File: config.mk
export PLATFORM = sky130hd
export DESIGN_NAME = gpio_debounce
export DESIGN_NICKNAME = d
export VERILOG_FILES = /design/src/rtl/gpio_debounce_pkg.sv /design/src/rtl/gpio_debounce_channel.sv /design/src/rtl/gpio_debounce.sv
export SDC_FILE = /design/constraint.sdc
export NUM_CORES = 1
export LEC_CHECK = 0
export CORE_UTILIZATION = 25
export CTS_BUF_LIST = sky130_fd_sc_hd__clkbuf_8
export CTS_CLUSTER_SIZE = 25
export DETAILED_ROUTE_END_ITERATION = 7
export GPL_TIMING_DRIVEN = 0
export PLACE_DENSITY = 0.42
export REMOVE_ABC_BUFFERS = 1
export SYNTH_ARGS = -nofsm -noshare
export SYNTH_HDL_FRONTEND = slang
export SYNTH_HIERARCHICAL = 1
export SYNTH_SLANG_ARGS = --single-unit
File: constraint.sdc
create_clock -name sys_clk -period 4.2 [get_ports sys_clk]
set_input_delay 0.84 -clock sys_clk [delete_from_list [all_inputs] [get_ports sys_clk]]
set_output_delay 0.84 -clock sys_clk [all_outputs]
set_load 0.005 [all_outputs]
File: src/rtl/gpio_debounce_pkg.sv
// Shared types and helpers for the GPIO debounce block.
// State encodings, released-level and tick-divider helpers.
package gpio_debounce_pkg;

    typedef enum logic {
        DB_STABLE  = 1'b0,
        DB_PENDING = 1'b1
    } db_state_t;

    localparam logic [9:0] MS_LAST = 10'd999;

    function automatic logic released_level(input bit active_low);
        return active_low ? 1'b1 : 1'b0;
    endfunction

    // clk_freq/1e6 clamped to the 1..256 range the prescaler supports
    function automatic int unsigned us_divider(input logic [31:0] clk_freq);
        int unsigned div;
        div = clk_freq / 32'd1000000;
        if (div < 1) div = 1;
        if (div > 256) div = 256;
        return div;
    endfunction

endpackage

File: src/rtl/gpio_debounce_channel.sv
// One GPIO channel: 2-FF synchroniser, time-based debounce FSM,
// press/release pulses and long-press detection.
module debounce_channel
    import gpio_debounce_pkg::*;
#(
    parameter int unsigned debounce_us = 10000,
    parameter int unsigned hold_ms     = 1000,
    parameter bit          active_low  = 1'b1
) (
    input  logic sys_clk,
    input  logic sys_rst_n,
    input  logic pin,
    input  logic us_tick,
    input  logic ms_tick,
    output logic debounced,
    output logic press_pulse,
    output logic release_pulse,
    output logic held,
    output logic held_pulse
);

    localparam logic REL = released_level(active_low);
    localparam logic PRS = ~REL;
    localparam logic [15:0] DB_LAST   = 16'(debounce_us - 1);
    localparam logic [15:0] HOLD_LAST = 16'(hold_ms - 1);

    logic [1:0]  sync;
    logic        q_prev;
    db_state_t   state;
    logic [15:0] db_cnt;
    logic [15:0] hold_cnt;
    logic        s;
    logic        differ;
    logic        adv;
    logic        done;

    assign s      = sync[1];
    assign differ = (s != debounced);
    assign adv    = differ && us_tick;
    assign done   = adv && (db_cnt == DB_LAST);

    always_ff @(posedge sys_clk) begin
        if (!sys_rst_n) begin
            sync          <= {2{REL}};
            debounced     <= REL;
            q_prev        <= REL;
            state         <= DB_STABLE;
            db_cnt        <= 16'd0;
            hold_cnt      <= 16'd0;
            held          <= 1'b0;
            held_pulse    <= 1'b0;
            press_pulse   <= 1'b0;
            release_pulse <= 1'b0;
        end else begin
            sync          <= {sync[0], pin};
            q_prev        <= debounced;
            press_pulse   <= (debounced == PRS) && (q_prev == REL);
            release_pulse <= (debounced == REL) && (q_prev == PRS);
            held_pulse    <= 1'b0;

            unique case (state)
                DB_STABLE: begin
                    if (done) begin
                        debounced <= s;
                    end else if (differ) begin
                        state <= DB_PENDING;
                        if (adv) db_cnt <= db_cnt + 16'd1;
                    end
                end
                DB_PENDING: begin
                    // a bounce back to the settled level wins over a tick
                    if (!differ) begin
                        state  <= DB_STABLE;
                        db_cnt <= 16'd0;
                    end else if (done) begin
                        debounced <= s;
                        db_cnt    <= 16'd0;
                        state     <= DB_STABLE;
                    end else if (adv) begin
                        db_cnt <= db_cnt + 16'd1;
                    end
                end
                default: state <= DB_STABLE;
            endcase

            if (debounced == REL) begin
                hold_cnt <= 16'd0;
                held     <= 1'b0;
            end else if (ms_tick && !held) begin
                if (hold_cnt == HOLD_LAST) begin
                    held       <= 1'b1;
                    held_pulse <= 1'b1;
                end else begin
                    hold_cnt <= hold_cnt + 16'd1;
                end
            end
        end
    end

endmodule

File: src/rtl/gpio_debounce.sv
// GPIO input conditioner: shared us/ms tick generator feeding
// one debounce channel per pad.
module gpio_debounce
    import gpio_debounce_pkg::*;
#(
    parameter int unsigned ninputs     = 16,
    parameter logic [31:0] clk_freq    = 32'd0,
    parameter int unsigned debounce_us = 10000,
    parameter int unsigned hold_ms     = 1000,
    parameter bit          active_low  = 1'b1
) (
    input  logic               sys_clk,
    input  logic               sys_rst_n,
    input  logic [ninputs-1:0] pins,
    output logic [ninputs-1:0] debounced,
    output logic [ninputs-1:0] press_pulse,
    output logic [ninputs-1:0] release_pulse,
    output logic [ninputs-1:0] held,
    output logic [ninputs-1:0] held_pulse
);

    localparam int unsigned DIV      = us_divider(clk_freq);
    localparam logic [7:0]  PRE_LAST = 8'(DIV - 1);

    logic [7:0] pre;
    logic [9:0] ms_cnt;
    logic       us_tick;
    logic       ms_tick;

    assign us_tick = (pre == PRE_LAST);
    assign ms_tick = us_tick && (ms_cnt == MS_LAST);

    always_ff @(posedge sys_clk) begin
        if (!sys_rst_n) begin
            pre    <= 8'd0;
            ms_cnt <= 10'd0;
        end else begin
            pre <= us_tick ? 8'd0 : pre + 8'd1;
            if (us_tick) begin
                ms_cnt <= (ms_cnt == MS_LAST) ? 10'd0 : ms_cnt + 10'd1;
            end
        end
    end

    for (genvar i = 0; i < ninputs; i++) begin : g_ch
        debounce_channel #(
            .debounce_us (debounce_us),
            .hold_ms     (hold_ms),
            .active_low  (active_low)
        ) u_ch (
            .sys_clk       (sys_clk),
            .sys_rst_n     (sys_rst_n),
            .pin           (pins[i]),
            .us_tick       (us_tick),
            .ms_tick       (ms_tick),
            .debounced     (debounced[i]),
            .press_pulse   (press_pulse[i]),
            .release_pulse (release_pulse[i]),
            .held          (held[i]),
            .held_pulse    (held_pulse[i])
        );
    end

endmodule

==> out/results.ini <==
[synth]
yosysMostFrequentCell = dfxtp_1
syn_inst = 3532
ys_types = 71
synthTopCellsByCount = dfxtp_1 (674), nor2_1 (463), nand2_1 (221)
netlist_area_um2 = 31040
synth_top_area_share_pct = 43.46
synthArstFlopShare_pct = 0
synth_flop_cell = dfxtp_1
yosys-top-cells-area = dfxtp_1 (43%), nor2_1 (5.6%), xor2_1 (5.6%), and3_1 (4.3%), xnor2_1 (3.4%)
ys_warn_count = 6
seq_area_frac_synth_pct = 43.46
synth_area_per_cell_um2 = 8.789
synth_edf_count = 0
ys_ff_latch = 674
yosysTopAreaCell = dfxtp_1

[finish]
stdcell_area_um2 = 36490
nFillCells = 12940
fin_nets = 3742
finish.utilization_pct = 29.78
area_delta_synth_final_pct = 17.54
stdcell_count = 5410
drive_gt1_share_pct = 7.875

[min_path]
hold_path_depth = 2
holdPathEnd = g_ch[6].u_ch/sync[0]
hold_path_class = input port to register
hp-start = sys_rst_n

[clock_tree]
postCtsHoldBufs = 0
clkTransAtPathRegs_ns = 0.06
htreeDepth = 4
clock_path_buffers = 3
clockRootBuffer = clkbuf_8
clock-sinks = 674
worst_skew_pair.late_latency_ns = 0.80
cts_buffers = 136
cts_tree = built

[power]
p_seq_share_pct = 48.2
p_leak_nw = 13.10
power_frac_comb_pct = 2.1
peakVddDrop_mv = 0.3121
pwr_density_cell_nw_per_um2 = 366.9
swShare_pct = 23.68
p_switching_mw = 3.170
intPower_mw = 10.22
clockPowerShare_pct = 49.7

[worst_setup_path]
worstSetupPathType = register to register
endpoint_kind = register
path_max_fanout = 69
reg2reg_slack_ns = 0.35
start_kind = register
reg2reg_depth = 13
critPathRequiredTime_ns = 4.86
worstPathArrival_ns = 4.50
r2r_start = pre[0]
r2r-end = g_ch[7].u_ch/hold_cnt[11]

[global_route]
grt_pass1_wl_um = 121200
grt_pass1_vias = 23870
grt_max_degree = 129
grt_usage_pct = 11.46
overflow = 0
antenna_found_initial = 1

[timing]
rsz0062_at_grt = false
hold_slack_ns = 0.3175
layout_worst_path_cycle_share_pct = 91.57
fin_skew_ns = 0.03245
tightest_slew_ns = 1.042
fin_crit_ns = 3.846
slew-limit-headroom_pct = 30.55
final-hold-violation-count = 0
final-max-slew-violation-count = 0
fmax_mhz = 260.0
final-setup-viol-count = 0

[floorplan]
dieHeight_um = 354.4
die_x_um = 354.4
rows = 128
coreArea_um2 = 122500
initial_core_util_pct = 25.34
dieArea_um2 = 125600
ioPinCount = 98

[route]
wl_per_cell_um = 13.38
drt_iter0_markers = 1208
avgViaCountPerCell = 4.628
dr.pass1.iters = 5
wirelength_um = 72410
drc = 0
vias = 25040
antenna_left = 0

[placed_design]
placed_cell_area_um2 = 33800
hpwlAfterDp_um = 46500
dp_cells = 5176
place.gp.congestion = 0.7636
io_buffers = 97

[flow_run]
cap_violations = 0

[outcome]
status = completed

==> per-stage QoR <==
step	power [mW]	worst slack (ns)	setup TNS (ns)
2_1_floorplan	6.745	-0.08309	-0.1306
3_3_place_gp	6.890	-9.387	-5183.07
3_5_place_dp	6.875	-0.04483	-0.04483
4_1_cts	13.81	0.1247	0
5_1_grt	14.12	0.009770	0
6_report	13.39	0.3539	0
==> how the worst max path moves through the flow <==
stage | from | end | slack (ns)
2_1_floorplan | pre[0] | g_ch[9].u_ch/hold_cnt[15] | -0.08
3_3_place_gp | sys_rst_n | g_ch[15].u_ch/held_pulse | -9.39
3_5_place_dp | pre[0] | g_ch[9].u_ch/hold_cnt[15] | -0.04
4_1_cts | pre[0] | g_ch[9].u_ch/hold_cnt[15] | 0.12
5_1_grt | pre[0] | g_ch[12].u_ch/hold_cnt[13] | 0.01
6_report | pre[0] | g_ch[7].u_ch/hold_cnt[11] | 0.35
==> critical path, cell delays in order, from the launching register on <==
cell	delay, ns
dfxtp_1	0.34
inv_1	0.07
ha_1	0.15
nor4b_4	0.42
nand2_4	0.16
inv_4	0.33
buf_16	0.33
and3_4	0.51
buf_12	0.25
nand4b_1	0.20
nor3_1	0.53
nand3_1	0.16
xor2_1	0.16
nor2_1	0.05
==> registers in the layout (all words and copies together), names as in the netlist <==
name	flops
g_ch.u_ch/press_pulse	16
g_ch.u_ch/held	16
g_ch.u_ch/q_prev	16
ms_cnt	10
pre	8
g_ch.u_ch/db_cnt	256
g_ch.u_ch/debounced	16
g_ch.u_ch/release_pulse	16
g_ch.u_ch/held_pulse	16
g_ch.u_ch/hold_cnt	256
g_ch.u_ch/sync	32
g_ch.u_ch/state	16
==> power by group through the flow <==
stage | Combinational, mW | Sequential (mW) | Clock [mW]
2_1_floorplan | 0.163 | 6.58 | 0
6_report | 0.280 | 6.45 | 6.65
4_1_cts | 0.287 | 6.45 | 7.07
3_5_place_dp | 0.285 | 6.59 | 0
3_3_place_gp | 0.300 | 6.59 | 0
5_1_grt | 0.314 | 6.45 | 7.36
==> layout by cell type (no fill, tap or decap), types with 15 or more instances in the layout <==
master / count
dfxtp_1: 674
nor2_1: 463
nand2_1: 221
and3_1: 214
nand3_1: 208
xor2_1: 197
clkbuf_8: 171
inv_1: 142
nand4_1: 136
xnor2_1: 120
a21oi_1: 107
a31oi_1: 101
clkdlybuf4s50_1: 96
and2_1: 91
nand2b_1: 81
o21ai_0: 76
and4_1: 51
nor3_1: 50
nor4_1: 48
nor2b_1: 43
a22o_1: 42
ha_1: 35
or3_1: 32
nand4b_1: 30
a21o_1: 30
nor3b_1: 18
o21ai_4: 16
o21a_1: 16
a211oi_1: 16
o211ai_1: 16
nor4bb_1: 15
a41oi_2: 15
==> kinds of logic after synthesis <==
kind of cell / after synthesis / share of synthesized area, %
AND/OR/NAND/NOR: 1771 / 30.89
flip-flops: 674 / 43.46
AO/OA/AOI/OAI: 535 / 12.58
XOR/XNOR: 319 / 9.048
buffers and inverters: 196 / 2.535
adder cells (fa/ha/maj): 35 / 1.411
multiplexers: 2 / 0.06449
==> routing by layer <==
metal / wire (um) / vias to the layer above / part of all wire, % / GRT usage [%]
met5: 0 / - / 0 / 0
li1: - / 13040 / - / -
met2: 31190 / 291 / 43 / 17.56
met1: 36330 / 11570 / 50 / 15.20
met4: 2108 / 0 / 2.9 / 5.043
met3: 2784 / 141 / 3.8 / 2.781
==> timing repair <==
| item | in CTS | in global routing |
|---|---|---|
| cloned | 0 | 0 |
| setup buffers | 0 | 0 |
| endpoints found under the hold margin | 0 | 0 |
| endpoints found under the setup margin | 1 | 11 |
| gates resized for setup | 1 | 4 |
==> layout make-up <==
cell class	instances	area, um2	share of cell area [%]
diodes	1	2.502	0.006858
clock buffers	171	2354	6.450
clock inverters	62	311.5	0.8538
inverters	114	430.4	1.180
multi-input cells	2662	16790	46.00
flip-flops and latches	674	13490	36.98
well taps	1625	2033	5.572
repair buffers	101	1079	2.956
Note: power is estimated with default switching activity, not from simulation.
